==> src/rtl/matrix_storage_writer_pkg.sv <==
// -----------------------------------------------------------------------------
// matrix_storage_pkg
// Shared types and constants for the matrix storage writer:
//   writer_state_t  - writer FSM state encoding
//   HEADER_WORDS    - metadata words stored ahead of each payload
//   HDR_*_OFS       - word offsets of the metadata fields inside a slot
//   slot_base()     - first BRAM word address of a matrix slot
// -----------------------------------------------------------------------------
package matrix_storage_pkg;

    typedef enum logic [2:0] {
        ST_IDLE  = 3'd0,
        ST_CHECK = 3'd1,
        ST_HDR0  = 3'd2,
        ST_HDR1  = 3'd3,
        ST_HDR2  = 3'd4,
        ST_DATA  = 3'd5,
        ST_DONE  = 3'd6
    } writer_state_t;

    localparam int HEADER_WORDS       = 3;
    localparam int HDR_DIMS_OFS       = 0;  // {16'b0, rows, cols}
    localparam int HDR_NAME_HI_OFS    = 1;  // name bytes 0..3
    localparam int HDR_NAME_LO_OFS    = 2;  // name bytes 4..7
    localparam int SLOT_ADDR_WIDTH    = 14;

    // Slot base address; the product is formed at 32 bits and then
    // truncated to the BRAM address width.
    function automatic logic [SLOT_ADDR_WIDTH-1:0] slot_base(
        input logic [2:0]  id,
        input int unsigned block_size
    );
        logic [31:0] full;
        full = 32'(id) * block_size;
        return full[SLOT_ADDR_WIDTH-1:0];
    endfunction

endpackage

==> src/rtl/matrix_storage_writer_if.sv <==
// -----------------------------------------------------------------------------
// matrix_storage_writer_if
// Write interface between the compute subsystem (master) and the storage
// writer (slave).
//   write_request/write_ready        : start-of-write handshake
//   write_matrix_id/rows/cols/name   : matrix header, sampled with the request
//   write_data/write_data_valid      : payload stream, accepted on writer_ready
//   write_done/error                 : completion pulse and rejection flag
// -----------------------------------------------------------------------------
interface matrix_storage_writer_if #(
    parameter int DATA_WIDTH = 32
);
    logic                  write_request;
    logic                  write_ready;
    logic [2:0]            write_matrix_id;
    logic [7:0]            write_rows;
    logic [7:0]            write_cols;
    logic [7:0]            write_name [0:7];
    logic [DATA_WIDTH-1:0] write_data;
    logic                  write_data_valid;
    logic                  writer_ready;
    logic                  write_done;
    logic                  error;

    modport master (
        output write_request, write_matrix_id, write_rows, write_cols,
               write_name, write_data, write_data_valid,
        input  write_ready, writer_ready, write_done, error
    );

    modport slave (
        input  write_request, write_matrix_id, write_rows, write_cols,
               write_name, write_data, write_data_valid,
        output write_ready, writer_ready, write_done, error
    );
endinterface

==> src/rtl/matrix_storage_writer_header_check.sv <==
// -----------------------------------------------------------------------------
// matrix_header_check
// Combinational validator for a latched matrix header.
//   id, rows, cols : latched header fields
//   total          : rows*cols as a 16-bit element count
//   reject         : id out of range, empty matrix, or header+payload does
//                    not fit in one slot
// -----------------------------------------------------------------------------
module matrix_header_check
    import matrix_storage_pkg::*;
#(
    parameter int NUM_SLOTS  = 8,
    parameter int BLOCK_SIZE = 1152
) (
    input  logic [2:0]  id,
    input  logic [7:0]  rows,
    input  logic [7:0]  cols,
    output logic [15:0] total,
    output logic        reject
);
    logic [31:0] words_needed;

    always_comb begin
        total        = 16'(rows) * 16'(cols);
        // Widened so that a near-65535 element count cannot wrap.
        words_needed = 32'(total) + 32'(HEADER_WORDS);
        reject       = (32'(id) >= 32'(NUM_SLOTS))
                    || (total == 16'd0)
                    || (words_needed > 32'(BLOCK_SIZE));
    end
endmodule

==> src/rtl/matrix_storage_writer.sv <==
// -----------------------------------------------------------------------------
// matrix_storage_writer
// Consumes one result matrix from the compute write interface and stores it
// into its fixed-size BRAM slot: 3 metadata words followed by the row-major
// payload. Tracks which slots hold a complete matrix.
//
// Ports:
//   clk, rst_n        : clock, asynchronous active-low reset
//   wr (slave)        : request/header, payload stream, done/error pulses
//   bram_wr_en/addr/data : shared matrix BRAM write port
//   slot_valid        : bit i set = slot i holds a complete matrix
//   busy              : FSM is not idle
//
// Build option: MATRIX_WRITER_TIMEOUT_EN adds a payload stall timeout of
// TIMEOUT_CYCLES idle DATA cycles that aborts the write with an error.
// -----------------------------------------------------------------------------
module matrix_storage_writer
    import matrix_storage_pkg::*;
#(
    parameter int BLOCK_SIZE     = 1152,
    parameter int DATA_WIDTH     = 32,
    parameter int ADDR_WIDTH     = SLOT_ADDR_WIDTH,
    parameter int NUM_SLOTS      = 8,
    parameter int TIMEOUT_CYCLES = 1000000
) (
    input  logic                  clk,
    input  logic                  rst_n,
    matrix_storage_writer_if.slave wr,
    output logic                  bram_wr_en,
    output logic [ADDR_WIDTH-1:0] bram_wr_addr,
    output logic [DATA_WIDTH-1:0] bram_wr_data,
    output logic [NUM_SLOTS-1:0]  slot_valid,
    output logic                  busy
);
    // Elaboration-time sanity of the configuration.
    if (NUM_SLOTS < 1 || NUM_SLOTS > 8 || TIMEOUT_CYCLES < 1) begin : g_bad_cfg
        $error("matrix_storage_writer: NUM_SLOTS must be 1..8, TIMEOUT_CYCLES >= 1");
    end

    writer_state_t         state_reg, state_next;
    logic [2:0]            id_reg;
    logic [7:0]            rows_reg, cols_reg;
    logic [7:0]            name_reg [0:7];
    logic [ADDR_WIDTH-1:0] base_reg;
    logic [15:0]           count_reg;
    logic                  dwr_en_reg;
    logic [ADDR_WIDTH-1:0] dwr_addr_reg;
    logic [DATA_WIDTH-1:0] dwr_data_reg;
    logic                  done_reg, done_next;
    logic                  error_reg, error_next;

    logic [15:0]           total;
    logic                  reject;
    logic                  latch;
    logic                  beat;
    logic                  last_beat;
    logic                  commit;
    logic                  timed_out;

    matrix_header_check #(
        .NUM_SLOTS  (NUM_SLOTS),
        .BLOCK_SIZE (BLOCK_SIZE)
    ) u_check (
        .id     (id_reg),
        .rows   (rows_reg),
        .cols   (cols_reg),
        .total  (total),
        .reject (reject)
    );

    assign wr.write_ready  = (state_reg == ST_IDLE);
    assign wr.writer_ready = (state_reg == ST_DATA);
    assign wr.write_done   = done_reg;
    assign wr.error        = error_reg;
    assign busy            = (state_reg != ST_IDLE);

    assign latch     = (state_reg == ST_IDLE) && wr.write_request;
    assign beat      = wr.writer_ready && wr.write_data_valid;
    assign last_beat = (count_reg == total - 16'd1);
    assign commit    = beat && last_beat;

`ifdef MATRIX_WRITER_TIMEOUT_EN
    localparam int TIMER_W = $clog2(TIMEOUT_CYCLES + 1);
    logic [TIMER_W-1:0] timer_reg;

    // Counts consecutive DATA cycles without an accepted beat.
    always_ff @(posedge clk or negedge rst_n) begin
        if (!rst_n) begin
            timer_reg <= '0;
        end else if (state_reg != ST_DATA || beat) begin
            timer_reg <= '0;
        end else begin
            timer_reg <= timer_reg + 1'b1;
        end
    end

    assign timed_out = (state_reg == ST_DATA) && !beat
                    && (timer_reg == TIMER_W'(TIMEOUT_CYCLES - 1));
`else
    assign timed_out = 1'b0;
`endif

    // ---------------- FSM ----------------
    always_ff @(posedge clk or negedge rst_n) begin
        if (!rst_n) begin
            state_reg <= ST_IDLE;
            done_reg  <= 1'b0;
            error_reg <= 1'b0;
        end else begin
            state_reg <= state_next;
            done_reg  <= done_next;
            error_reg <= error_next;
        end
    end

    // done/error are registered, so they appear in the cycle after the
    // terminating decision: during DONE on success, in IDLE on reject/abort.
    always_comb begin
        state_next = state_reg;
        done_next  = 1'b0;
        error_next = 1'b0;
        case (state_reg)
            ST_IDLE:  if (wr.write_request) state_next = ST_CHECK;
            ST_CHECK: begin
                if (reject) begin
                    state_next = ST_IDLE;
                    done_next  = 1'b1;
                    error_next = 1'b1;
                end else begin
                    state_next = ST_HDR0;
                end
            end
            ST_HDR0:  state_next = ST_HDR1;
            ST_HDR1:  state_next = ST_HDR2;
            ST_HDR2:  state_next = ST_DATA;
            ST_DATA: begin
                if (commit) begin
                    state_next = ST_DONE;
                    done_next  = 1'b1;
                end else if (timed_out) begin
                    state_next = ST_IDLE;
                    done_next  = 1'b1;
                    error_next = 1'b1;
                end
            end
            ST_DONE:  state_next = ST_IDLE;
            default:  state_next = ST_IDLE;
        endcase
    end

    // ---------------- header latch ----------------
    always_ff @(posedge clk or negedge rst_n) begin
        if (!rst_n) begin
            id_reg   <= '0;
            rows_reg <= '0;
            cols_reg <= '0;
            base_reg <= '0;
        end else if (latch) begin
            id_reg   <= wr.write_matrix_id;
            rows_reg <= wr.write_rows;
            cols_reg <= wr.write_cols;
            base_reg <= ADDR_WIDTH'(slot_base(wr.write_matrix_id, BLOCK_SIZE));
        end
    end

    for (genvar gi = 0; gi < 8; gi++) begin : g_name
        always_ff @(posedge clk or negedge rst_n) begin
            if (!rst_n) begin
                name_reg[gi] <= '0;
            end else if (latch) begin
                name_reg[gi] <= wr.write_name[gi];
            end
        end
    end

    // ---------------- payload path ----------------
    always_ff @(posedge clk or negedge rst_n) begin
        if (!rst_n) begin
            count_reg    <= '0;
            dwr_en_reg   <= 1'b0;
            dwr_addr_reg <= '0;
            dwr_data_reg <= '0;
        end else begin
            dwr_en_reg <= beat;
            if (latch) begin
                count_reg <= '0;
            end else if (beat) begin
                count_reg <= count_reg + 16'd1;
            end
            if (beat) begin
                dwr_addr_reg <= base_reg + ADDR_WIDTH'(HEADER_WORDS)
                              + ADDR_WIDTH'(count_reg);
                dwr_data_reg <= wr.write_data;
            end
        end
    end

    // Header words are driven straight from the state; payload words come
    // from the one-cycle-delayed beat registers. The two never overlap
    // because beats are only accepted after HDR2.
    always_comb begin
        bram_wr_en   = dwr_en_reg;
        bram_wr_addr = dwr_addr_reg;
        bram_wr_data = dwr_data_reg;
        case (state_reg)
            ST_HDR0: begin
                bram_wr_en   = 1'b1;
                bram_wr_addr = base_reg + ADDR_WIDTH'(HDR_DIMS_OFS);
                bram_wr_data = DATA_WIDTH'({rows_reg, cols_reg});
            end
            ST_HDR1: begin
                bram_wr_en   = 1'b1;
                bram_wr_addr = base_reg + ADDR_WIDTH'(HDR_NAME_HI_OFS);
                bram_wr_data = DATA_WIDTH'({name_reg[0], name_reg[1],
                                            name_reg[2], name_reg[3]});
            end
            ST_HDR2: begin
                bram_wr_en   = 1'b1;
                bram_wr_addr = base_reg + ADDR_WIDTH'(HDR_NAME_LO_OFS);
                bram_wr_data = DATA_WIDTH'({name_reg[4], name_reg[5],
                                            name_reg[6], name_reg[7]});
            end
            default: ;
        endcase
    end

    // ---------------- slot validity ----------------
    // A slot is invalidated as soon as a write to it is requested and only
    // becomes valid again when its last payload beat is accepted.
    for (genvar gi = 0; gi < NUM_SLOTS; gi++) begin : g_slot
        always_ff @(posedge clk or negedge rst_n) begin
            if (!rst_n) begin
                slot_valid[gi] <= 1'b0;
            end else if (latch && (wr.write_matrix_id == 3'(gi))) begin
                slot_valid[gi] <= 1'b0;
            end else if (commit && (id_reg == 3'(gi))) begin
                slot_valid[gi] <= 1'b1;
            end
        end
    end

endmodule
==> src/flat_wrapper.sv <==
// flat-port wrapper written by rule: the top's interface ports become plain ports
module matrix_storage_writer_flat import matrix_storage_pkg::*;
#(
    parameter int BLOCK_SIZE     = 1152,
    parameter int DATA_WIDTH     = 32,
    parameter int ADDR_WIDTH     = SLOT_ADDR_WIDTH,
    parameter int NUM_SLOTS      = 8,
    parameter int TIMEOUT_CYCLES = 1000000
)
  (clk, rst_n, bram_wr_en, bram_wr_addr, bram_wr_data, slot_valid, busy, wr_write_request, wr_write_matrix_id, wr_write_rows, wr_write_cols, wr_write_name, wr_write_data, wr_write_data_valid, wr_write_ready, wr_writer_ready, wr_write_done, wr_error);
  matrix_storage_writer_if #(.DATA_WIDTH(DATA_WIDTH)) wr_i ();
  input  logic clk;
  input  logic rst_n;
  output logic bram_wr_en;
  output logic [ADDR_WIDTH-1:0] bram_wr_addr;
  output logic [DATA_WIDTH-1:0] bram_wr_data;
  output logic [NUM_SLOTS-1:0] slot_valid;
  output logic busy;
  input wire logic [$bits(wr_i.write_request)-1:0] wr_write_request;
  input wire logic [$bits(wr_i.write_matrix_id)-1:0] wr_write_matrix_id;
  input wire logic [$bits(wr_i.write_rows)-1:0] wr_write_rows;
  input wire logic [$bits(wr_i.write_cols)-1:0] wr_write_cols;
  input wire logic [$bits(wr_i.write_name)-1:0] wr_write_name;
  input wire logic [$bits(wr_i.write_data)-1:0] wr_write_data;
  input wire logic [$bits(wr_i.write_data_valid)-1:0] wr_write_data_valid;
  output wire logic [$bits(wr_i.write_ready)-1:0] wr_write_ready;
  output wire logic [$bits(wr_i.writer_ready)-1:0] wr_writer_ready;
  output wire logic [$bits(wr_i.write_done)-1:0] wr_write_done;
  output wire logic [$bits(wr_i.error)-1:0] wr_error;
  assign wr_i.write_request = wr_write_request;
  assign wr_i.write_matrix_id = wr_write_matrix_id;
  assign wr_i.write_rows = wr_write_rows;
  assign wr_i.write_cols = wr_write_cols;
  assign wr_i.write_name = {>>{wr_write_name}};
  assign wr_i.write_data = wr_write_data;
  assign wr_i.write_data_valid = wr_write_data_valid;
  assign wr_write_ready = wr_i.write_ready;
  assign wr_writer_ready = wr_i.writer_ready;
  assign wr_write_done = wr_i.write_done;
  assign wr_error = wr_i.error;
  matrix_storage_writer #(.BLOCK_SIZE(BLOCK_SIZE), .DATA_WIDTH(DATA_WIDTH), .ADDR_WIDTH(ADDR_WIDTH), .NUM_SLOTS(NUM_SLOTS), .TIMEOUT_CYCLES(TIMEOUT_CYCLES)) u_core (.clk(clk), .rst_n(rst_n), .wr(wr_i), .bram_wr_en(bram_wr_en), .bram_wr_addr(bram_wr_addr), .bram_wr_data(bram_wr_data), .slot_valid(slot_valid), .busy(busy));
endmodule
==> config.mk <==
export PLATFORM = sky130hd
export DESIGN_NAME = matrix_storage_writer_flat
export DESIGN_NICKNAME = d
export VERILOG_FILES = /design/src/rtl/matrix_storage_writer_pkg.sv /design/src/rtl/matrix_storage_writer_if.sv /design/src/rtl/matrix_storage_writer_header_check.sv /design/src/rtl/matrix_storage_writer.sv /design/src/flat_wrapper.sv
export SDC_FILE = /design/constraint.sdc
export NUM_CORES = 1
export LEC_CHECK = 0
export ABC_AREA = 1
export BUFFER_PORTS_ARGS = -buffer_cell sky130_fd_sc_hd__buf_4
export CORE_ASPECT_RATIO = 1.2
export CORE_MARGIN = 2
export CORE_UTILIZATION = 38
export CTS_CLUSTER_SIZE = 16
export DETAILED_ROUTE_END_ITERATION = 10
export MAX_ROUTING_LAYER = met4
export PLACE_DENSITY = 0.55
export SYNTH_ARGS = -nofsm -noshare
export SYNTH_HDL_FRONTEND = slang
export SYNTH_SLANG_ARGS = --single-unit
==> constraint.sdc <==
create_clock -name clk -period 11.5 [get_ports clk]
set_clock_uncertainty 0.1 [all_clocks]
set_input_delay 2.3 -clock clk [delete_from_list [all_inputs] [get_ports clk]]
set_output_delay 2.3 -clock clk [all_outputs]
set_load 0.005 [all_outputs]
==> flow_metrics.tcl, run 1 <==
set metrics [dict create \
    relSlewSlack_pct 20.81 \
    finalCriticalPeriod_ps 5637 \
    ant_nets 0 \
    detailedPlace.worstSlack_ps 6168 \
    antenna_found_initial 0 \
    vias_per_cell 4.750 \
    nets 1926 \
    setup_viol 0 \
    htree_levels 4 \
    totalWireLength_um 31150 \
    crit_type "flip-flop to primary output" \
    wl_per_cell_um 14.68 \
    crit_fanout 38 \
    drv_cap 0 \
    setup_slack_ps 5863 \
    rsz0062_at_grt "no" \
    fillers 3064 \
    cts_max_path_buffers 2 \
    fin_tns_setup_ps 0 \
    drc 0 \
    clock_sinks 159 \
    largest_reg_flops 64 \
    hp-start "u_core.name_reg[52]" \
    ys_warn_count 0 \
    path_cells "inv_1 -> nor2_2 -> buf_4 -> nor2_4 -> inv_1 -> or2_2 -> buf_4" \
    hold_viol 0 \
    postCtsSetupBuffers 0 \
    crit_path_start "u_core.state_reg[2]" \
    synth_nets 1785 \
    synth_area_um2 10980 \
    firstDrtPassIters 5 \
    area_growth_pct 19.83 \
    drt_iter0_markers 622 \
    final_cells 2122 \
    start_util_pct 38.40 \
    status "finished, final reports clean" \
    postCtsHoldBufs 0 \
    coreArea_um2 28590 \
    grt_overflow 0 \
    clkLatencyLatePin_ps 430 \
    crit_family "simple AND/OR/NAND/NOR gates" \
    dpl.cell_count 2090 \
    grt_pass1_wl_um 51920 \
    clkTransAtPathRegs_ps 70 \
    final_area_um2 13160 \
    place.gp.congestion 0.8909 \
    critPathRequiredTime_ps 9100 \
    cts_tree "yes" \
    root_buffer "clkbuf_16" \
    placed_cell_area_um2 12610 \
    dieArea_um2 30270 \
    drive_gt1_share_pct 16.29 \
    num_rows 68 \
    cp_num_buf_inv 4 \
    io_pins 179 \
    cts_buffers 17 \
    slowest_delay_ps 820 \
    first_global_vias 10150 \
    syn_avg_cell_area_um2 6.935 \
    multi_input_area_um2 6026 \
    diodes 0 \
    grt_max_degree 86 \
    synth_seq_cells 159 \
    yosysUniqueCellTypes 40 \
    start_kind "flip-flop" \
    yosysTopAreaCell "dfrtp_1" \
    ctsResizeCount 0 \
    post-dp-hpwl_um 23490 \
    netlist_instances 1583 \
    worstPathArrival_ps 3240 \
    die_w_um 159.2 \
    io_buffers 178 \
    crit_slowest_cell "nor2_4" \
    setup.worst_path.end_class "primary output" \
    seq_area_frac_synth_pct 36.24 \
    die_h_um 190.2 \
    num_vias 10080 \
    synthTopCellsByArea "dfrtp_1 (36%), nand2_1 (25%), fa_1 (6.6%)" \
    ff_latch_area_um2 3979 \
    fin_crit_sh_pct 49.02 \
    fmax_mhz 177.4 \
    slew_viol_final 0 \
    track_usage_pct 22.05 \
    r2r-start "u_core.rows_reg[0]" \
    synth_top_area_share_pct 36.24 \
    tightest_slew_ps 1184 \
    hold_path.class "flip-flop to flip-flop" \
]
==> kinds of logic after synthesis <==
family	synth area share, %
adders and majority gates	11.92
xor gates and xnor gates	1.356
and+or+nand+nor	37.38
DFF	36.24
AOI/OAI and AO/OA	4.046
buffers and inverters	9.050
==> cells in the final DEF (no fill, tap or decap), types with 2 or more instances in the layout <==
cell type   count
clkinv_4        2
nor3_1         15
nand2_1       726
xor2_1         10
nand3_1        85
nand2_2        24
inv_6           4
nor2_1         73
clkinvlp_4      4
a21oi_1        32
inv_2          10
or2_2           3
a22oi_1         4
nor2_2         12
buf_4         183
o21bai_1        2
dfrtp_1       159
nand4_1        27
inv_1         184
ha_1           47
fa_1           36
nand3b_1        2
o21ai_0        35
clkinv_1        2
nand3_2         7
xnor2_1         7
a31oi_1         2
clkinv_2        3
nor2_4          6
clkbuf_16      17
==> final timing paths <==
kind                       depth (start not counted)  slack (ps)                   end
min in group asynchronous                          1        1820    u_core.name_reg[5]
min reg2reg                                        2         370   u_core.name_reg[52]
max in group asynchronous                          2        7990  u_core.slot_valid[6]
min                                                2         370   u_core.name_reg[52]
max reg2reg                                       24        6240   u_core.state_reg[1]
max                                                7        5860            bram_wr_en
==> metal layers <==
metal	vias up	share of wire, %	GRT usage, %
li1	5133	-	-
met1	4727	45	28.23
met2	198	49	36.86
met3	22	4.6	3.423
met4	0	1.3	5.420
met5	-	0	-
==> cell type report <==
class / count / share of cell area, %
tap: 385 / 3.662
multi-input combinational: 1166 / 45.81
inverter: 196 / 5.593
sequential: 159 / 30.25
clock buffer: 18 / 3.338
clock inverter: 14 / 0.8275
timing repair buffer: 184 / 10.53
==> tightest hold or removal path: cells and delay by family, from the launching register on <==
| family | cells | cell delay [ps] |
|---|---|---|
| flops | 1 | 340 |
| simple gates | 2 | 90 |
==> Yosys cell counts (all sizes together) <==
master	number
o22ai	1
a21oi	33
nor3	16
xnor2	7
nor2	92
nand4	27
nand3	93
dfrtp	159
o21a	1
inv	194
a21boi	1
or2	3
a211oi	1
o21ai	36
a22oi	4
buf	12
a31oi	2
clkinv	2
ha	47
fa	36
nand3b	2
xor2	10
nand2	751
clkbuf	50
a221oi	1
o21bai	2
==> per-stage QoR <==
stage / hold slack, ps / util (%)
2_1_floorplan: 342.2 / -
3_3_place_gp: 353.3 / 44.10
3_5_place_dp: 358.4 / 44.10
4_1_cts: 374.4 / 46.02
5_1_grt: 383.2 / 46.02
6_report: 368.8 / 46.02
Power of run 1 is left out: the tool's default activity adds up to more than one toggle a clock period on the data nets, which glitch-free logic cannot reach.
==> run 2: changes to the inputs <==
- clock period: 11.5 -> 5.8 ns (I/O delays scaled with it)
==> flow_metrics.tcl, run 2 (same netlist as run 1, synthesis figures left out) <==
set metrics [dict create \
    root_buffer "clkbuf_16" \
    layout_common_cells "nand2_1 (726), buf_4 (186), inv_1 (184)" \
    wl_per_cell_um 15.30 \
    grt_max_degree 70 \
    hold_viol 0 \
    postCtsSetupBuffers 0 \
    crit_path_start "u_core.rows_reg[0]" \
    grt_pass1_wl_um 53140 \
    dpl.cell_count 2093 \
    relSlewSlack_pct 30.96 \
    postCtsHoldBufs 0 \
    crit_top_cell "nand2_1" \
    ant_nets 0 \
    finalCriticalPeriod_ps 5313 \
    fin_tns_setup_ps 0 \
    setup.worst_path.end_class "flip-flop" \
    largest_reg_flops 64 \
    start_kind "flip-flop" \
    holdPathEnd "u_core.name_reg[19]" \
    clkLatencyLatePin_ps 430 \
    final_cells 2126 \
    slew_viol_final 0 \
    drv_cap 0 \
    post-dp-hpwl_um 24600 \
    hp-start "u_core.name_reg[19]" \
    place.gp.congestion 0.8739 \
    dieArea_um2 30270 \
    fmax_mhz 188.2 \
    io_pins 179 \
    detailedPlace.worstSlack_ps 469.9 \
    drive_gt1_share_pct 16.44 \
    num_rows 68 \
    setup_slack_ps 487.4 \
    hold_depth 2 \
    crit_family "adder cells" \
    grt_overflow 0 \
    rrSetupSlack_ps 490 \
    critPathRequiredTime_ps 6050 \
    totalWireLength_um 32530 \
    die_w_um 159.2 \
    drt_iter0_markers 497 \
    num_vias 10200 \
    crit_type "flip-flop to flip-flop" \
    clock_sinks 159 \
    cts_buffers 17 \
    track_usage_pct 22.76 \
    drc 0 \
    timing.hold.ws_ps 368.9 \
    final_common_cell "nand2_1" \
    htree_levels 4 \
    crit_fanout 10 \
    rsz0062_at_grt "no" \
    cp_num_buf_inv 2 \
    io_buffers 178 \
    cts_max_path_buffers 2 \
    fin_crit_sh_pct 91.60 \
    worstPathArrival_ps 5570 \
    first_global_vias 10300 \
    coreArea_um2 28590 \
    path_cells "nand2_1 -> fa_1 -> fa_1 -> fa_1 -> fa_1 -> inv_1 -> ha_1 -> nand2_1 -> inv_1 -> nand2_1 -> nand3_2 -> nand2_1 -> nand2_2 -> nor2_2 -> nand2_2 -> nor2_2 -> nand2_1 -> nand3_1 -> nand2_1 -> nor2_4 -> nand3_2 -> nand2_2 -> nand2_1 -> nor2_1" \
    cts_tree "yes" \
    die_h_um 190.2 \
    area_growth_pct 21.31 \
    firstDrtPassIters 5 \
    vias_per_cell 4.797 \
    ctsResizeCount 0 \
    rr_endpoint "u_core.state_reg[1]" \
    antenna_found_initial 1 \
    status "finished, final reports clean" \
    r2r-start "u_core.rows_reg[0]" \
    setup_viol 0 \
    clkTransAtPathRegs_ps 60 \
    slowest_delay_ps 640 \
    nets 1929 \
    hold_path.class "flip-flop to flip-flop" \
    reg2regPathDepth 24 \
    start_util_pct 38.40 \
    tightest_slew_ps 1034 \
    crit_slowest_cell "dfrtp_1" \
]
## run 2: worst max-delay path by stage
stage                                     end  depth (start not counted)
after floorplan           u_core.state_reg[1]                         22
after global placement    u_core.state_reg[0]                         23
after detailed placement  u_core.state_reg[1]                         24
after CTS                 u_core.state_reg[1]                         24
after global routing      u_core.state_reg[1]                         24
final                     u_core.state_reg[1]                         24
## run 2: final cells by class
cell class | instances | area (um2)
antenna | 1 | 2.502
clock buffer | 19 | 452.9
clock inverter | 13 | 232.7
fill | 3020 | 15270
inverter | 196 | 735.7
multi-input combinational | 1166 | 6026
sequential | 159 | 3979
tap | 385 | 481.7
timing repair buffer | 187 | 1408
## run 2: worst min-delay path: stages (launching register included)
cell and delay (ps):
dfrtp_1 340, nand2_1 50, nand2_1 50
## run 2: per-layer routing
layer	vias to the layer above	GRT usage, %	share of wire [%]
met5	-	-	0
met4	0	6.713	1.9
met3	40	4.229	4.6
met2	195	38.24	49
met1	4832	28.10	44
li1	5131	-	-
## run 2: stage by stage
stage               instance area, um2  utilization [%]
finish                           13320            46.59
global route                     13320            46.59
CTS                              13320            46.58
detailed placement               12630            44.18
global placement                 12630            44.18
floorplan                        10980                -
Power of run 2 is left out for the same reason.
